`src/rtl/mips_pkg.sv`:
```
// Shared types and defaults for the MIPS program-counter sequencer.
package mips_pkg;

  typedef enum logic [2:0] {
    S_IDLE,
    S_EXEC,
    S_COMMIT,
    S_ADVANCE,
    S_WAIT_STEP,
    S_DONE
  } seq_state_t;

  localparam logic [5:0]  HALT_OPCODE  = 6'b111111;
  localparam int unsigned DEF_PC_STEP  = 1;
  localparam int unsigned DEF_SETTLE   = 2;
  localparam int unsigned DEF_PROG_LEN = 16;
  localparam int unsigned CNT_W        = 16;
  localparam int unsigned TMR_W        = 4;

endpackage

```
`src/rtl/mips_sequencer_settle_timer.sv`:
```
// Settle-window down-counter: loads a start value, counts to zero and holds there.
module settle_timer
  import mips_pkg::*;
(
  input  logic             clk,
  input  logic             rst_n,
  input  logic             load,
  input  logic [TMR_W-1:0] value,
  output logic             zero
);

  logic [TMR_W-1:0] r_cnt;

  always_ff @(posedge clk or negedge rst_n) begin
    if (!rst_n) begin
      r_cnt <= '0;
    end else if (load) begin
      r_cnt <= value;
    end else if (r_cnt != '0) begin
      r_cnt <= r_cnt - TMR_W'(1);
    end
  end

  assign zero = (r_cnt == '0);

endmodule

```
`src/rtl/mips_sequencer.sv`:
```
// Steps the datapath PC through a program: settle, commit write strobes, advance.
// Supports free-run, single-step, halt-on-opcode and abort.
module mips_sequencer
  import mips_pkg::*;
#(
  parameter int unsigned PC_STEP  = DEF_PC_STEP,
  parameter int unsigned PROG_LEN = DEF_PROG_LEN,
  parameter int unsigned SETTLE   = DEF_SETTLE,
  parameter logic [5:0]  HALT_OP  = HALT_OPCODE
) (
  input  logic        clk,
  input  logic        rst_n,
  input  logic        start,
  input  logic        step_mode,
  input  logic        step,
  input  logic        abort,
  input  logic [31:0] instruction,
  input  logic        regw_in,
  input  logic        memw_in,
  output logic [31:0] pc,
  output logic        reg_wr_en,
  output logic        mem_wr_en,
  output logic        busy,
  output logic        done,
  output logic        halted_on_op,
  output logic [15:0] instr_count
);

  seq_state_t       r_state;
  seq_state_t       w_next;
  logic [31:0]      r_pc;
  logic [CNT_W-1:0] r_count;
  logic             r_halted;
  logic             r_done;
  logic             r_step_mode;

  logic             w_load;
  logic             w_start;
  logic             w_commit;
  logic             w_halt;
  logic             w_adv;
  logic             w_zero;
  logic [5:0]       w_opcode;
  logic             w_unused_ok;

  assign w_opcode    = instruction[31:26];
  assign w_unused_ok = ^instruction[25:0];

  settle_timer u_settle_timer (
    .clk   (clk),
    .rst_n (rst_n),
    .load  (w_load),
    .value (TMR_W'(SETTLE - 1)),
    .zero  (w_zero)
  );

  always_ff @(posedge clk or negedge rst_n) begin
    if (!rst_n) begin
      r_state     <= S_IDLE;
      r_pc        <= '0;
      r_count     <= '0;
      r_halted    <= 1'b0;
      r_done      <= 1'b0;
      r_step_mode <= 1'b0;
    end else begin
      r_state <= w_next;
      r_done  <= (r_state == S_DONE) && (w_next == S_DONE);
      if (w_start) begin
        r_pc        <= '0;
        r_count     <= '0;
        r_halted    <= 1'b0;
        r_step_mode <= step_mode;
      end
      if (w_adv) begin
        r_pc <= r_pc + 32'(PC_STEP);
      end
      if (w_commit && (r_count != {CNT_W{1'b1}})) begin
        r_count <= r_count + CNT_W'(1);
      end
      if (w_halt) begin
        r_halted <= 1'b1;
      end
    end
  end

  // Next-state decode; abort outranks start, which outranks step.
  always_comb begin
    w_next   = r_state;
    w_load   = 1'b0;
    w_start  = 1'b0;
    w_commit = 1'b0;
    w_halt   = 1'b0;
    w_adv    = 1'b0;
    if (abort && (r_state != S_IDLE)) begin
      w_next = S_IDLE;
    end else begin
      case (r_state)
        S_IDLE, S_DONE: begin
          if (start) begin
            w_start = 1'b1;
            w_load  = 1'b1;
            w_next  = S_EXEC;
          end
        end
        S_EXEC: begin
          if (w_zero) begin
            w_next = S_COMMIT;
          end
        end
        S_COMMIT: begin
          if (w_opcode == HALT_OP) begin
            w_halt = 1'b1;
            w_next = S_DONE;
          end else begin
            w_commit = 1'b1;
            w_next   = S_ADVANCE;
          end
        end
        S_ADVANCE: begin
          w_adv = 1'b1;
          if (r_count == CNT_W'(PROG_LEN)) begin
            w_next = S_DONE;
          end else if (r_step_mode) begin
            w_next = S_WAIT_STEP;
          end else begin
            w_load = 1'b1;
            w_next = S_EXEC;
          end
        end
        S_WAIT_STEP: begin
          if (step) begin
            w_load = 1'b1;
            w_next = S_EXEC;
          end
        end
        default: w_next = S_IDLE;
      endcase
    end
  end

  assign pc           = r_pc;
  assign reg_wr_en    = w_commit & regw_in & ~abort;
  assign mem_wr_en    = w_commit & memw_in & ~abort;
  assign busy         = (r_state == S_EXEC) || (r_state == S_COMMIT) || (r_state == S_ADVANCE);
  assign done         = r_done;
  assign halted_on_op = r_halted;
  assign instr_count  = r_count;

endmodule

```
`config.mk`:
```
export PLATFORM = sky130hd
export DESIGN_NAME = mips_sequencer
export DESIGN_NICKNAME = d
export VERILOG_FILES = /design/src/rtl/mips_pkg.sv /design/src/rtl/mips_sequencer_settle_timer.sv /design/src/rtl/mips_sequencer.sv
export SDC_FILE = /design/constraint.sdc
export NUM_CORES = 1
export LEC_CHECK = 0
export ABC_AREA = 1
export CELL_PAD_IN_SITES_DETAIL_PLACEMENT = 0
export CELL_PAD_IN_SITES_GLOBAL_PLACEMENT = 2
export CORE_UTILIZATION = 27
export CTS_CLUSTER_SIZE = 10
export DETAILED_ROUTE_END_ITERATION = 8
export GPL_TIMING_DRIVEN = 0
export MAX_ROUTING_LAYER = met4
export PLACE_DENSITY_LB_ADDON = 0.1
export SYNTH_ARGS = -nofsm -noshare
export SYNTH_HDL_FRONTEND = slang
export SYNTH_HIERARCHICAL = 1
export SYNTH_SLANG_ARGS = --single-unit
```
`constraint.sdc`:
```
create_clock -name clk -period 2.05 [get_ports clk]
set_input_delay 0.41 -clock clk [delete_from_list [all_inputs] [get_ports clk]]
set_output_delay 0.41 -clock clk [all_outputs]
set_load 0.02 [all_outputs]
```
Word level (Yosys, flattened, before mapping)
Cells that the tools add are included. W data, S select, Z words.

Bits in registers: 58. Latch bits: 0. Bits in writable memories: 0. Memory bits (read-only): 0. Bits of input ports: 40. Output and inout bits: 53. Logic and storage cells: 70. Memories: 0.

Add/sub/neg operators: 3. Multipliers: 0. Divide/modulo/power cells: 0. Magnitude comparators: 0. Eq/ne operators: 9. Shifts and indexed selects: 0. Mux-type cells: 32. Bitwise gates (word level): 5. Reduce and logical (&&, ||, !) cells: 14.

Operator list (count): $mux W32 (2); $add A32 B1 Y32 const B (1); $mux W16 (2); $mux W3 (7); $mux W1 (17); $add A16 B1 Y16 const B (1); $eq A16 B5 Y1 const B (1); $ne A16 B16 Y1 const B (1); $pmux W3 S5 (1); $eq A3 B3 Y1 const B (3); $mux W4 (2); $reduce_bool A2 Y1 (4); $eq A3 B2 Y1 const B (2); $eq A6 B6 Y1 const B (1); $and A1 B1 Y1 (4); $logic_not A4 Y1 (1); $reduce_bool A4 Y1 (1); $sub A4 B1 Y4 const B (1); $eq A3 B1 Y1 const B (1); $logic_and A1 B1 Y1 (3); $logic_not A3 Y1 (1); $pmux W1 S3 (1); $reduce_bool A3 Y1 (1); $logic_or A1 B1 Y1 (2); other kinds (2) (2).

Longest topological paths before layout
Gate-level depths: netlist of run 1.

Word-level depth: 6. Depth in mapped cells: 13. Depth with buffers taken out: 13.

Cells and area by module
Netlist of run 1, hierarchy kept.

By module, submodules not included: mips_sequencer (times used 1, cells each 511, area each 3505.9 um2, sequential area each 1351.3 um2); settle_timer (times used 1, cells each 34, area each 242.7 um2, sequential area each 100.1 um2).

Worst setup path before layout of run 1
Ideal clock, no wire load.

Path type: reg2reg. From: register r_count[0] (netlist: instr_count[0]). To: register u_settle_timer.r_cnt[0]. Library setup time: 0.127 ns. Data arrival time: 1.546 ns. Required time: 1.923 ns. Slack: 0.377 ns. Cell stages (with the launch flop): 13. Path buffers: 0. Period minus slack after synthesis: 1.673 ns. Cells stage by stage: dfrtp_1 inv_1 ha_1 nand3_1 nor2_1 nand2_1 nand2_1 nor2_1 o21a_1 inv_1 nand3_2 nand2_1 o21ai_0.

Cells in the longest elaborated chain, start to end: 5. Elaborated cells between the ends (all ways): 6. Those cells by class: 1 x eq/ne; 4 x mux; 1 x reduce/logical.

Ends and longest elaborated chain: from (decl) (RTL line mips_sequencer.sv:32) `logic [CNT_W-1:0] r_count;`; from (signal assigned) (RTL line mips_sequencer.sv:78) `r_count <= r_count + CNT_W'(1);`; $eq A16 B5 Y1 * (RTL line mips_sequencer.sv:121) `if (r_count == CNT_W'(PROG_LEN)) begin`; $mux W1 * (RTL line mips_sequencer.sv:121); $pmux W1 S3 * (RTL line mips_sequencer.sv:97) `case (r_state)`; $mux W1 * (RTL line mips_sequencer.sv:94) `if (abort && (r_state != S_IDLE)) begin`; via w_load (RTL line mips_sequencer.sv:37) `logic w_load;`; $mux W4 / $reduce_bool A2 Y1 (equally long branches); to (signal assigned) (RTL line mips_sequencer_settle_timer.sv:18) `r_cnt <= value;`; to (signal assigned) (RTL line mips_sequencer_settle_timer.sv:20) `r_cnt <= r_cnt - TMR_W'(1);`; to (decl) (RTL line mips_sequencer_settle_timer.sv:12) `logic [TMR_W-1:0] r_cnt;`.

Mark *: on every way through the listed nets, which the timed path passes. The rest lies on a longest branch. A chain may end at the register's enable or synchronous reset.

Worst setup path after layout of run 1
From: register r_count[9] (netlist: instr_count[9]). To: output instr_count[9].

RTL lines: to (decl) (RTL line mips_sequencer.sv:26) `output logic [15:0] instr_count`.

No word-level cell between the ends.

==> reports/summary.txt, run 1 <==
Status - finished, final reports clean
Mapped Area - 0.00375 sq mm
Top cell type by total area after synthesis - dfrtp_1
Core area - 0.0134 sq mm
Switching part of the total - 34.8%
Largest net degree at the start of global routing - 59
Clock latency at the later pin of the worst-skew pair - 330 ps
Dpl cell area - 0.00463 sq mm
Worst path slowest cell - clkdlybuf4s50_1
Cell Chain, Critical Path - clkdlybuf4s50_1
Power density cells - 760 mW/mm^2
Crit path launch type - flip-flop
Psw - 1300 uW
Synthesized instance count - 545
Vias in the first global route - 3552
Int Power - 2440 uW
Critical R2R Capture - u_settle_timer/r_cnt[1]
Reg-to-reg startpoint - instr_count[0]
Hold Violations, Final - 0
GRT Total Usage - 17.6%
DP Cell Count - 789
Power consumption - 3750 uW
Worst reg2reg path depth - 12
CP Class - reg -> out
Slew margin rel. - 45.7%
Die area - 0.0144 sq mm
Synth area leaders - dfrtp_1, nand2_1, nand3_1, nor2_1, inv_1
Top cell type's share of synthesized area - 38.7%
Initial core utilization - 28.0%
Peak VDD IR - 585 uV
CTS sink cnt - 58
Clock power share - 35.1%
Endpoint class of the critical path - primary output
Root buffer cell - clkbuf_16
Post-DR wirelength/cell - 13.9 microns
Tightest Pin Transition - 815 ps
# rows - 42
Drt pass-1 iters - 5
# diodes - 0
Number of H-tree levels - 3
IO buf count - 66
DR DRC count - 0
Post-route design area - 0.00493 sq mm
Clk slew on worst S/H paths - 50 ps
Vias - 3753
Fmax - 520 MHz
Post-DP HPWL - 8360 microns
Worst reg2reg setup slack - 220 ps
Crit-path max FO - 8
Seq pwr share - 36.0%
TritonCTS clock tree - done
Num CTS Buffers - 9
Required @ worst endpoint - 1640 ps
Top delay family on crit path - buffers and inverters
First-pass GRT wire length - 18700 microns
Finished Layout Cells - 808
LEAKAGE - 0.00218 uW
Unrepaired setup endpoints after global routing - false
RePlAce Congestion - 0.819
Remaining antenna violation count - 0
Register area share after synthesis - 38.7%
Setup violators final - 0
Syn Area/Cell - 6.88 sq um
Die Y - 120 microns
Synth-to-layout area growth - 31.5%
Filler cell count - 1457
Min-Delay Path Class - in -> async
Maxcap violations - 0
Initial antenna violation count - 0
Setup TNS - 0 ps
#FFs+latches synth - 58
Max Transition Viols Final - 0
Logic pwr share - 29.0%
Clock skew - 5.89 ps
Die W - 120 microns
Detailed-route vias per instance - 4.64
Distinct cells, synth - 34
Synth warnings - 6
Num ports - 93
CP Buf/Inv Count - 1
Clock Tree Buf Depth - 2
Period Utilization, post-route - 93.8%
Crit-path max cell delay - 670 ps
Fin crit period - 1920 ps
Crit path DAT - 1510 ps
Drt total wl - 11300 microns
Share of cells above drive strength 1 - 9.65%
Gr ovfl total - 0
Initial DRC Count - 202
Fin nets - 672
Hold WS - 143 ps
[Yosys cell counts]
cell type	n
buf_4	2
nand3_4	1
clkinv_1	1
nand3_1	64
nand2_1	178
o21ai_0	15
nor3_1	4
ha_1	4
o211ai_1	1
buf_2	4
o21bai_1	1
xnor2_1	5
inv_4	1
inv_1	56
nor2_2	7
xor2_1	5
nand3b_1	4
nand3_2	6
a21oi_1	16
nor2_1	66
inv_2	3
nor3b_1	1
or2_2	2
nor3_2	3
nand2_2	2
a22o_1	1
dfrtp_1	58
conb_1	2
nor2_4	4
o21ai_1	12
buf_6	3
o21a_1	1
nand2_4	3
nand4_1	9
[layout make-up]
class	count	area (sq um)	area share, %
plain buffers	9	68.8	1.40
clock buffers	15	248	5.03
inverters	61	231	4.70
multi-input cells	419	2030	41.1
flip-flops and latches	58	1450	29.5
well taps	176	220	4.47
repair buffers	70	681	13.8
[cells in the final DEF, fill, tap and decap left out, drive strengths merged]
| master | netlist | final |
|---|---|---|
| nor2 | 77 | 77 |
| xor2 | 5 | 5 |
| xnor2 | 5 | 5 |
| ha | 4 | 4 |
| nand3b | 4 | 4 |
| nor3 | 7 | 7 |
| dfrtp | 58 | 58 |
| o21bai | 1 | 1 |
| nor3b | 1 | 1 |
| o21a | 1 | 1 |
| conb | 2 | 4 |
| clkinv | 1 | 1 |
| or2 | 2 | 2 |
| a21oi | 16 | 16 |
| nand4 | 9 | 9 |
| dlymetal6s2s | 0 | 1 |
| nand2 | 183 | 183 |
| inv | 60 | 60 |
| clkbuf | 0 | 15 |
| clkdlybuf4s50 | 0 | 62 |
| o211ai | 1 | 1 |
| buf | 9 | 16 |
| o21ai | 27 | 27 |
| a22o | 1 | 1 |
| nand3 | 71 | 71 |
[layer usage]
| metal | wire (microns) | GRT usage (%) | part of all wire (%) |
|---|---|---|---|
| met2 | 4850 | 24.8 | 43 |
| met3 | 356 | 2.95 | 3.2 |
| met4 | 182 | 7.03 | 1.6 |
| met5 | 0 | - | 0 |
| met1 | 5870 | 24.9 | 52 |
[cell families after synthesis]
group	after synthesis	synth area share (%)
AND/OR/NAND/NOR	354	42.8
buffers and inverters	70	8.01
flip-flops	58	38.7
AO/OA/AOI/OAI	47	6.58
XOR/XNOR	10	2.34
adder cells (fa/ha/maj)	4	1.34
other	2	0.200
[state kept, by name, summed over array words and instances (netlist names)]
name                  flops
u_settle_timer/r_cnt      4
pc                       32
r_step_mode               1
r_state                   3
done                      1
instr_count              16
halted_on_op              1
[how the worst max path moves through the flow]
stage | startpoint | endpoint | cells past startpoint
6_report | instr_count[9] | instr_count[9] | 1
3_3_place_gp | rst_n | pc[1] | 1
3_5_place_dp | instruction[30] | reg_wr_en | 7
4_1_cts | instruction[30] | reg_wr_en | 7
5_1_grt | instr_count[0] | u_settle_timer/r_cnt[0] | 12
2_1_floorplan | instr_count[0] | u_settle_timer/r_cnt[0] | 12
[timing repair]
action,CTS,global route
setup buffers,2,2
pin swaps,2,3
gates resized for setup,11,5
endpoints found under the setup margin,2,7
hold buffers,0,0
[power by group through the flow]
stage | registers (uW) | logic, uW | clock network [uW]
after CTS | 1350 | 1090 | 1370
after floorplan | 1360 | 711 | 0
final | 1350 | 1090 | 1310
after global routing | 1360 | 1230 | 1430
after global placement | 1360 | 1060 | 0
after detailed placement | 1360 | 1070 | 0
[stage by stage]
stage | setup slack [ps] | utilization, %
floorplan | 377 | -
global placement | -1680 | 34.6
detailed placement | -396 | 34.6
CTS | 28.1 | 36.7
global route | 4.70 | 36.8
finish | 127 | 36.8
Power figures use the tool's default switching activity.
==> run 2, diff against run 1 <==
- GPL_TIMING_DRIVEN: 0 -> unset
==> run 2 against run 1 <==
Sequential share of layout area shrank 0.45 points; sequential power is essentially flat; cell area grew 1.5%; flip-flop and latch count is the same; clock power grew 4%; first-iteration DRC count grew 16%; critical path depth grew 1; wire length shrank 1.1%; die area is the same; largest cell class unchanged; global-route usage shrank 0.52 points; critical endpoint unchanged; clock skew shrank 0.62 ps.
==> reports/summary.txt, run 2 (synthesized netlist as in run 1, its figures left out) <==
DR DRC count - 0 (unchanged)
CP Class - reg -> out
Most frequent cells in the layout - nand2_1, nor2_1, nand3_1, clkdlybuf4s50_1, dfrtp_1
CTS Hold Bufs - 0 (unchanged)
Hold Violations, Final - 0 (unchanged)
# rows - 42 (unchanged)
Filler cell count - 1445 (-0.82%)
Unrepaired setup endpoints after global routing - false
Largest net degree at the start of global routing - 59 (unchanged)
Die Y - 120 microns (unchanged)
Post-DP HPWL - 8240 microns (-1.4%)
Clock latency at the later pin of the worst-skew pair - 330 ps (about the same)
Post-CTS Setup Inserts - 0 (-2)
Cell Chain, Critical Path - buf_4, clkdlybuf4s50_1
Busiest grt layer - met2
Vias - 3712 (-1.1%)
Root buffer cell - clkbuf_16
Fin nets - 679 (+1.0%)
Worst path slowest cell - clkdlybuf4s50_1
Clock Tree Buf Depth - 2 (unchanged)
Number of H-tree levels - 3 (unchanged)
Core area - 0.0134 sq mm (unchanged)
Seq pwr share - 34.9% (-1.1 points)
Logic pwr share - 29.4% (+0.4 points)
Drt total wl - 11100 microns (-1.1%)
Power density cells - 760 mW/mm^2 (about the same)
Crit-path max FO - 6 (-2)
Post-DR wirelength/cell - 13.7 microns (-1.7%)
Finished Layout Cells - 813 (+0.62%)
Hold WS - 91.6 ps (-51.1 ps)
Clock skew - 5.27 ps (-0.617 ps)
Min-Delay Path Class - in -> async
Fmax - 528 MHz (+1.6%)
Peak VDD IR - 490 uV (-16%)
First-pass GRT wire length - 18400 microns (-1.6%)
Max FFs per register - 32 (unchanged)
Fin crit period - 1890 ps (-29.9 ps)
Num CTS Buffers - 9 (unchanged)
Initial antenna violation count - 0 (unchanged)
GRT Total Usage - 17.1% (-0.52 points)
Commonest non-fill, non-tap cell in the layout - nand2_1
Crit path DAT - 1480 ps (-30 ps)
Synth-to-layout area growth - 33.5%
Reg-to-reg startpoint - instr_count[0]
DP Cell Count - 800 (+1.4%)
# diodes - 0 (unchanged)
Die W - 120 microns (unchanged)
Met2 usage - 25.1% (+0.29 points)
Initial core utilization - 28.0% (unchanged)
Switching part of the total - 33.7% (-1.1 points)
Initial DRC Count - 235 (+16%)
Remaining antenna violation count - 0 (unchanged)
Crit-path max cell delay - 610 ps (-60 ps)
Met3 Track Usage GR - 3.94% (+1.0 points)
Clk slew on worst S/H paths - 50 ps (about the same)
Met1 GRT Util - 23.2% (-1.8 points)
Top delay family on crit path - buffers and inverters
Required @ worst endpoint - 1640 ps (about the same)
Status - finished, final reports clean
Die area - 0.0144 sq mm (unchanged)
Detailed-route vias per instance - 4.57 (-1.7%)
Psw - 1280 uW (-1.6%)
Setup violators final - 0 (unchanged)
Share of cells above drive strength 1 - 10.8% (+1.2 points)
CP Buf/Inv Count - 2 (+1)
TritonCTS clock tree - done
Crit path launch type - flip-flop
Num ports - 93 (unchanged)
Clock power share - 35.8% (+0.7 points)
Period Utilization, post-route - 92.3% (-1.5 points)
Critical R2R Capture - u_settle_timer/r_cnt[0]
Gr ovfl total - 0 (unchanged)
Maxcap violations - 0 (unchanged)
Drt pass-1 iters - 5 (unchanged)
CTS sink cnt - 58 (unchanged)
Worst reg2reg setup slack - 230 ps (about the same)
Max Transition Viols Final - 0 (unchanged)
LEAKAGE - 0.00223 uW (+2.3%)
IO buf count - 66 (unchanged)
RePlAce Congestion - 0.878 (+7.1%)
Vias in the first global route - 3605 (+1.5%)
Worst reg2reg path depth - 12 (unchanged)
Int Power - 2520 uW (+3.1%)
Endpoint class of the critical path - primary output
[run 2: cell count changes in the layout (fill, tap and decap cells not counted)]
cell            previous run  this run
buf_6                      3         0
nand3_1                   63        64
clkbuf_2                   0         2
dlymetal6s2s_1             1         0
clkbuf_8                   0         2
clkbuf_1                   6         2
buf_4                      7        17
nor3_2                     2         3
buf_2                      6         1
dlygate4sd2_1              0         1
buf_12                     0         3
nor3_4                     1         0
nand3_4                    2         1
[run 2: layout make-up]
class / instances / area, sq um / share of cell area, %
flip-flops and latches: 58 / 1450 / 29.0
well taps: 176 / 220 / 4.40
inverters: 61 / 231 / 4.63
multi-input cells: 419 / 2010 / 40.1
clock buffers: 13 / 260 / 5.20
repair buffers: 86 / 832 / 16.6
[run 2: power by group through the flow]
stage | Combinational, uW | Clock, uW | Sequential, uW
CTS | 1140 | 1420 | 1330
finish | 1120 | 1360 | 1330
global placement | 1130 | 0 | 1340
global route | 1270 | 1470 | 1340
floorplan | 711 | 0 | 1360
detailed placement | 1140 | 0 | 1340
[run 2: worst max path at each step]
stage | start | endpoint | cells after the start
3_3_place_gp | instruction[30] | reg_wr_en | 7
5_1_grt | instr_count[0] | u_settle_timer/r_cnt[0] | 12
3_5_place_dp | instruction[30] | reg_wr_en | 7
2_1_floorplan | instr_count[0] | u_settle_timer/r_cnt[0] | 12
4_1_cts | instruction[30] | reg_wr_en | 7
6_report | instr_count[9] | instr_count[9] | 2
[run 2: through the flow]
stage | utilization [%] | setup TNS [ps] | setup WS (ps) | power (uW) | instance area (sq um)
after floorplan | - | 0 | 377 | 2070 | 3760
after CTS | 37.4 | 0 | 18.0 | 3890 | 5010
after global placement | 35.5 | -493 | -247 | 2470 | 4750
after global routing | 37.3 | 0 | 16.7 | 4080 | 5000
after detailed placement | 35.5 | -517 | -260 | 2490 | 4750
final | 37.3 | 0 | 157 | 3800 | 5000
[run 2: what timing repair did]
item	CTS	global route
gates resized for setup	6	5
endpoints found under the hold margin	0	0
pin swaps	0	0
endpoints found under the setup margin	3	5
[run 2: worst register-to-register path, stage by stage (launching register included)]
cell	delay [ps]
dfrtp_2	440
inv_1	80
ha_1	150
nand3_1	70
nor2_1	110
nand2_1	130
nand2_1	110
nor2_1	40
o21a_2	240
inv_1	100
nand3_2	100
nand2_1	70
o21ai_0	70
[run 2: routing by layer]
metal	routed length (microns)	vias up
met5	0	-
met4	215	0
met3	418	15
met2	4820	73
met1	5680	1716
li1	-	1908
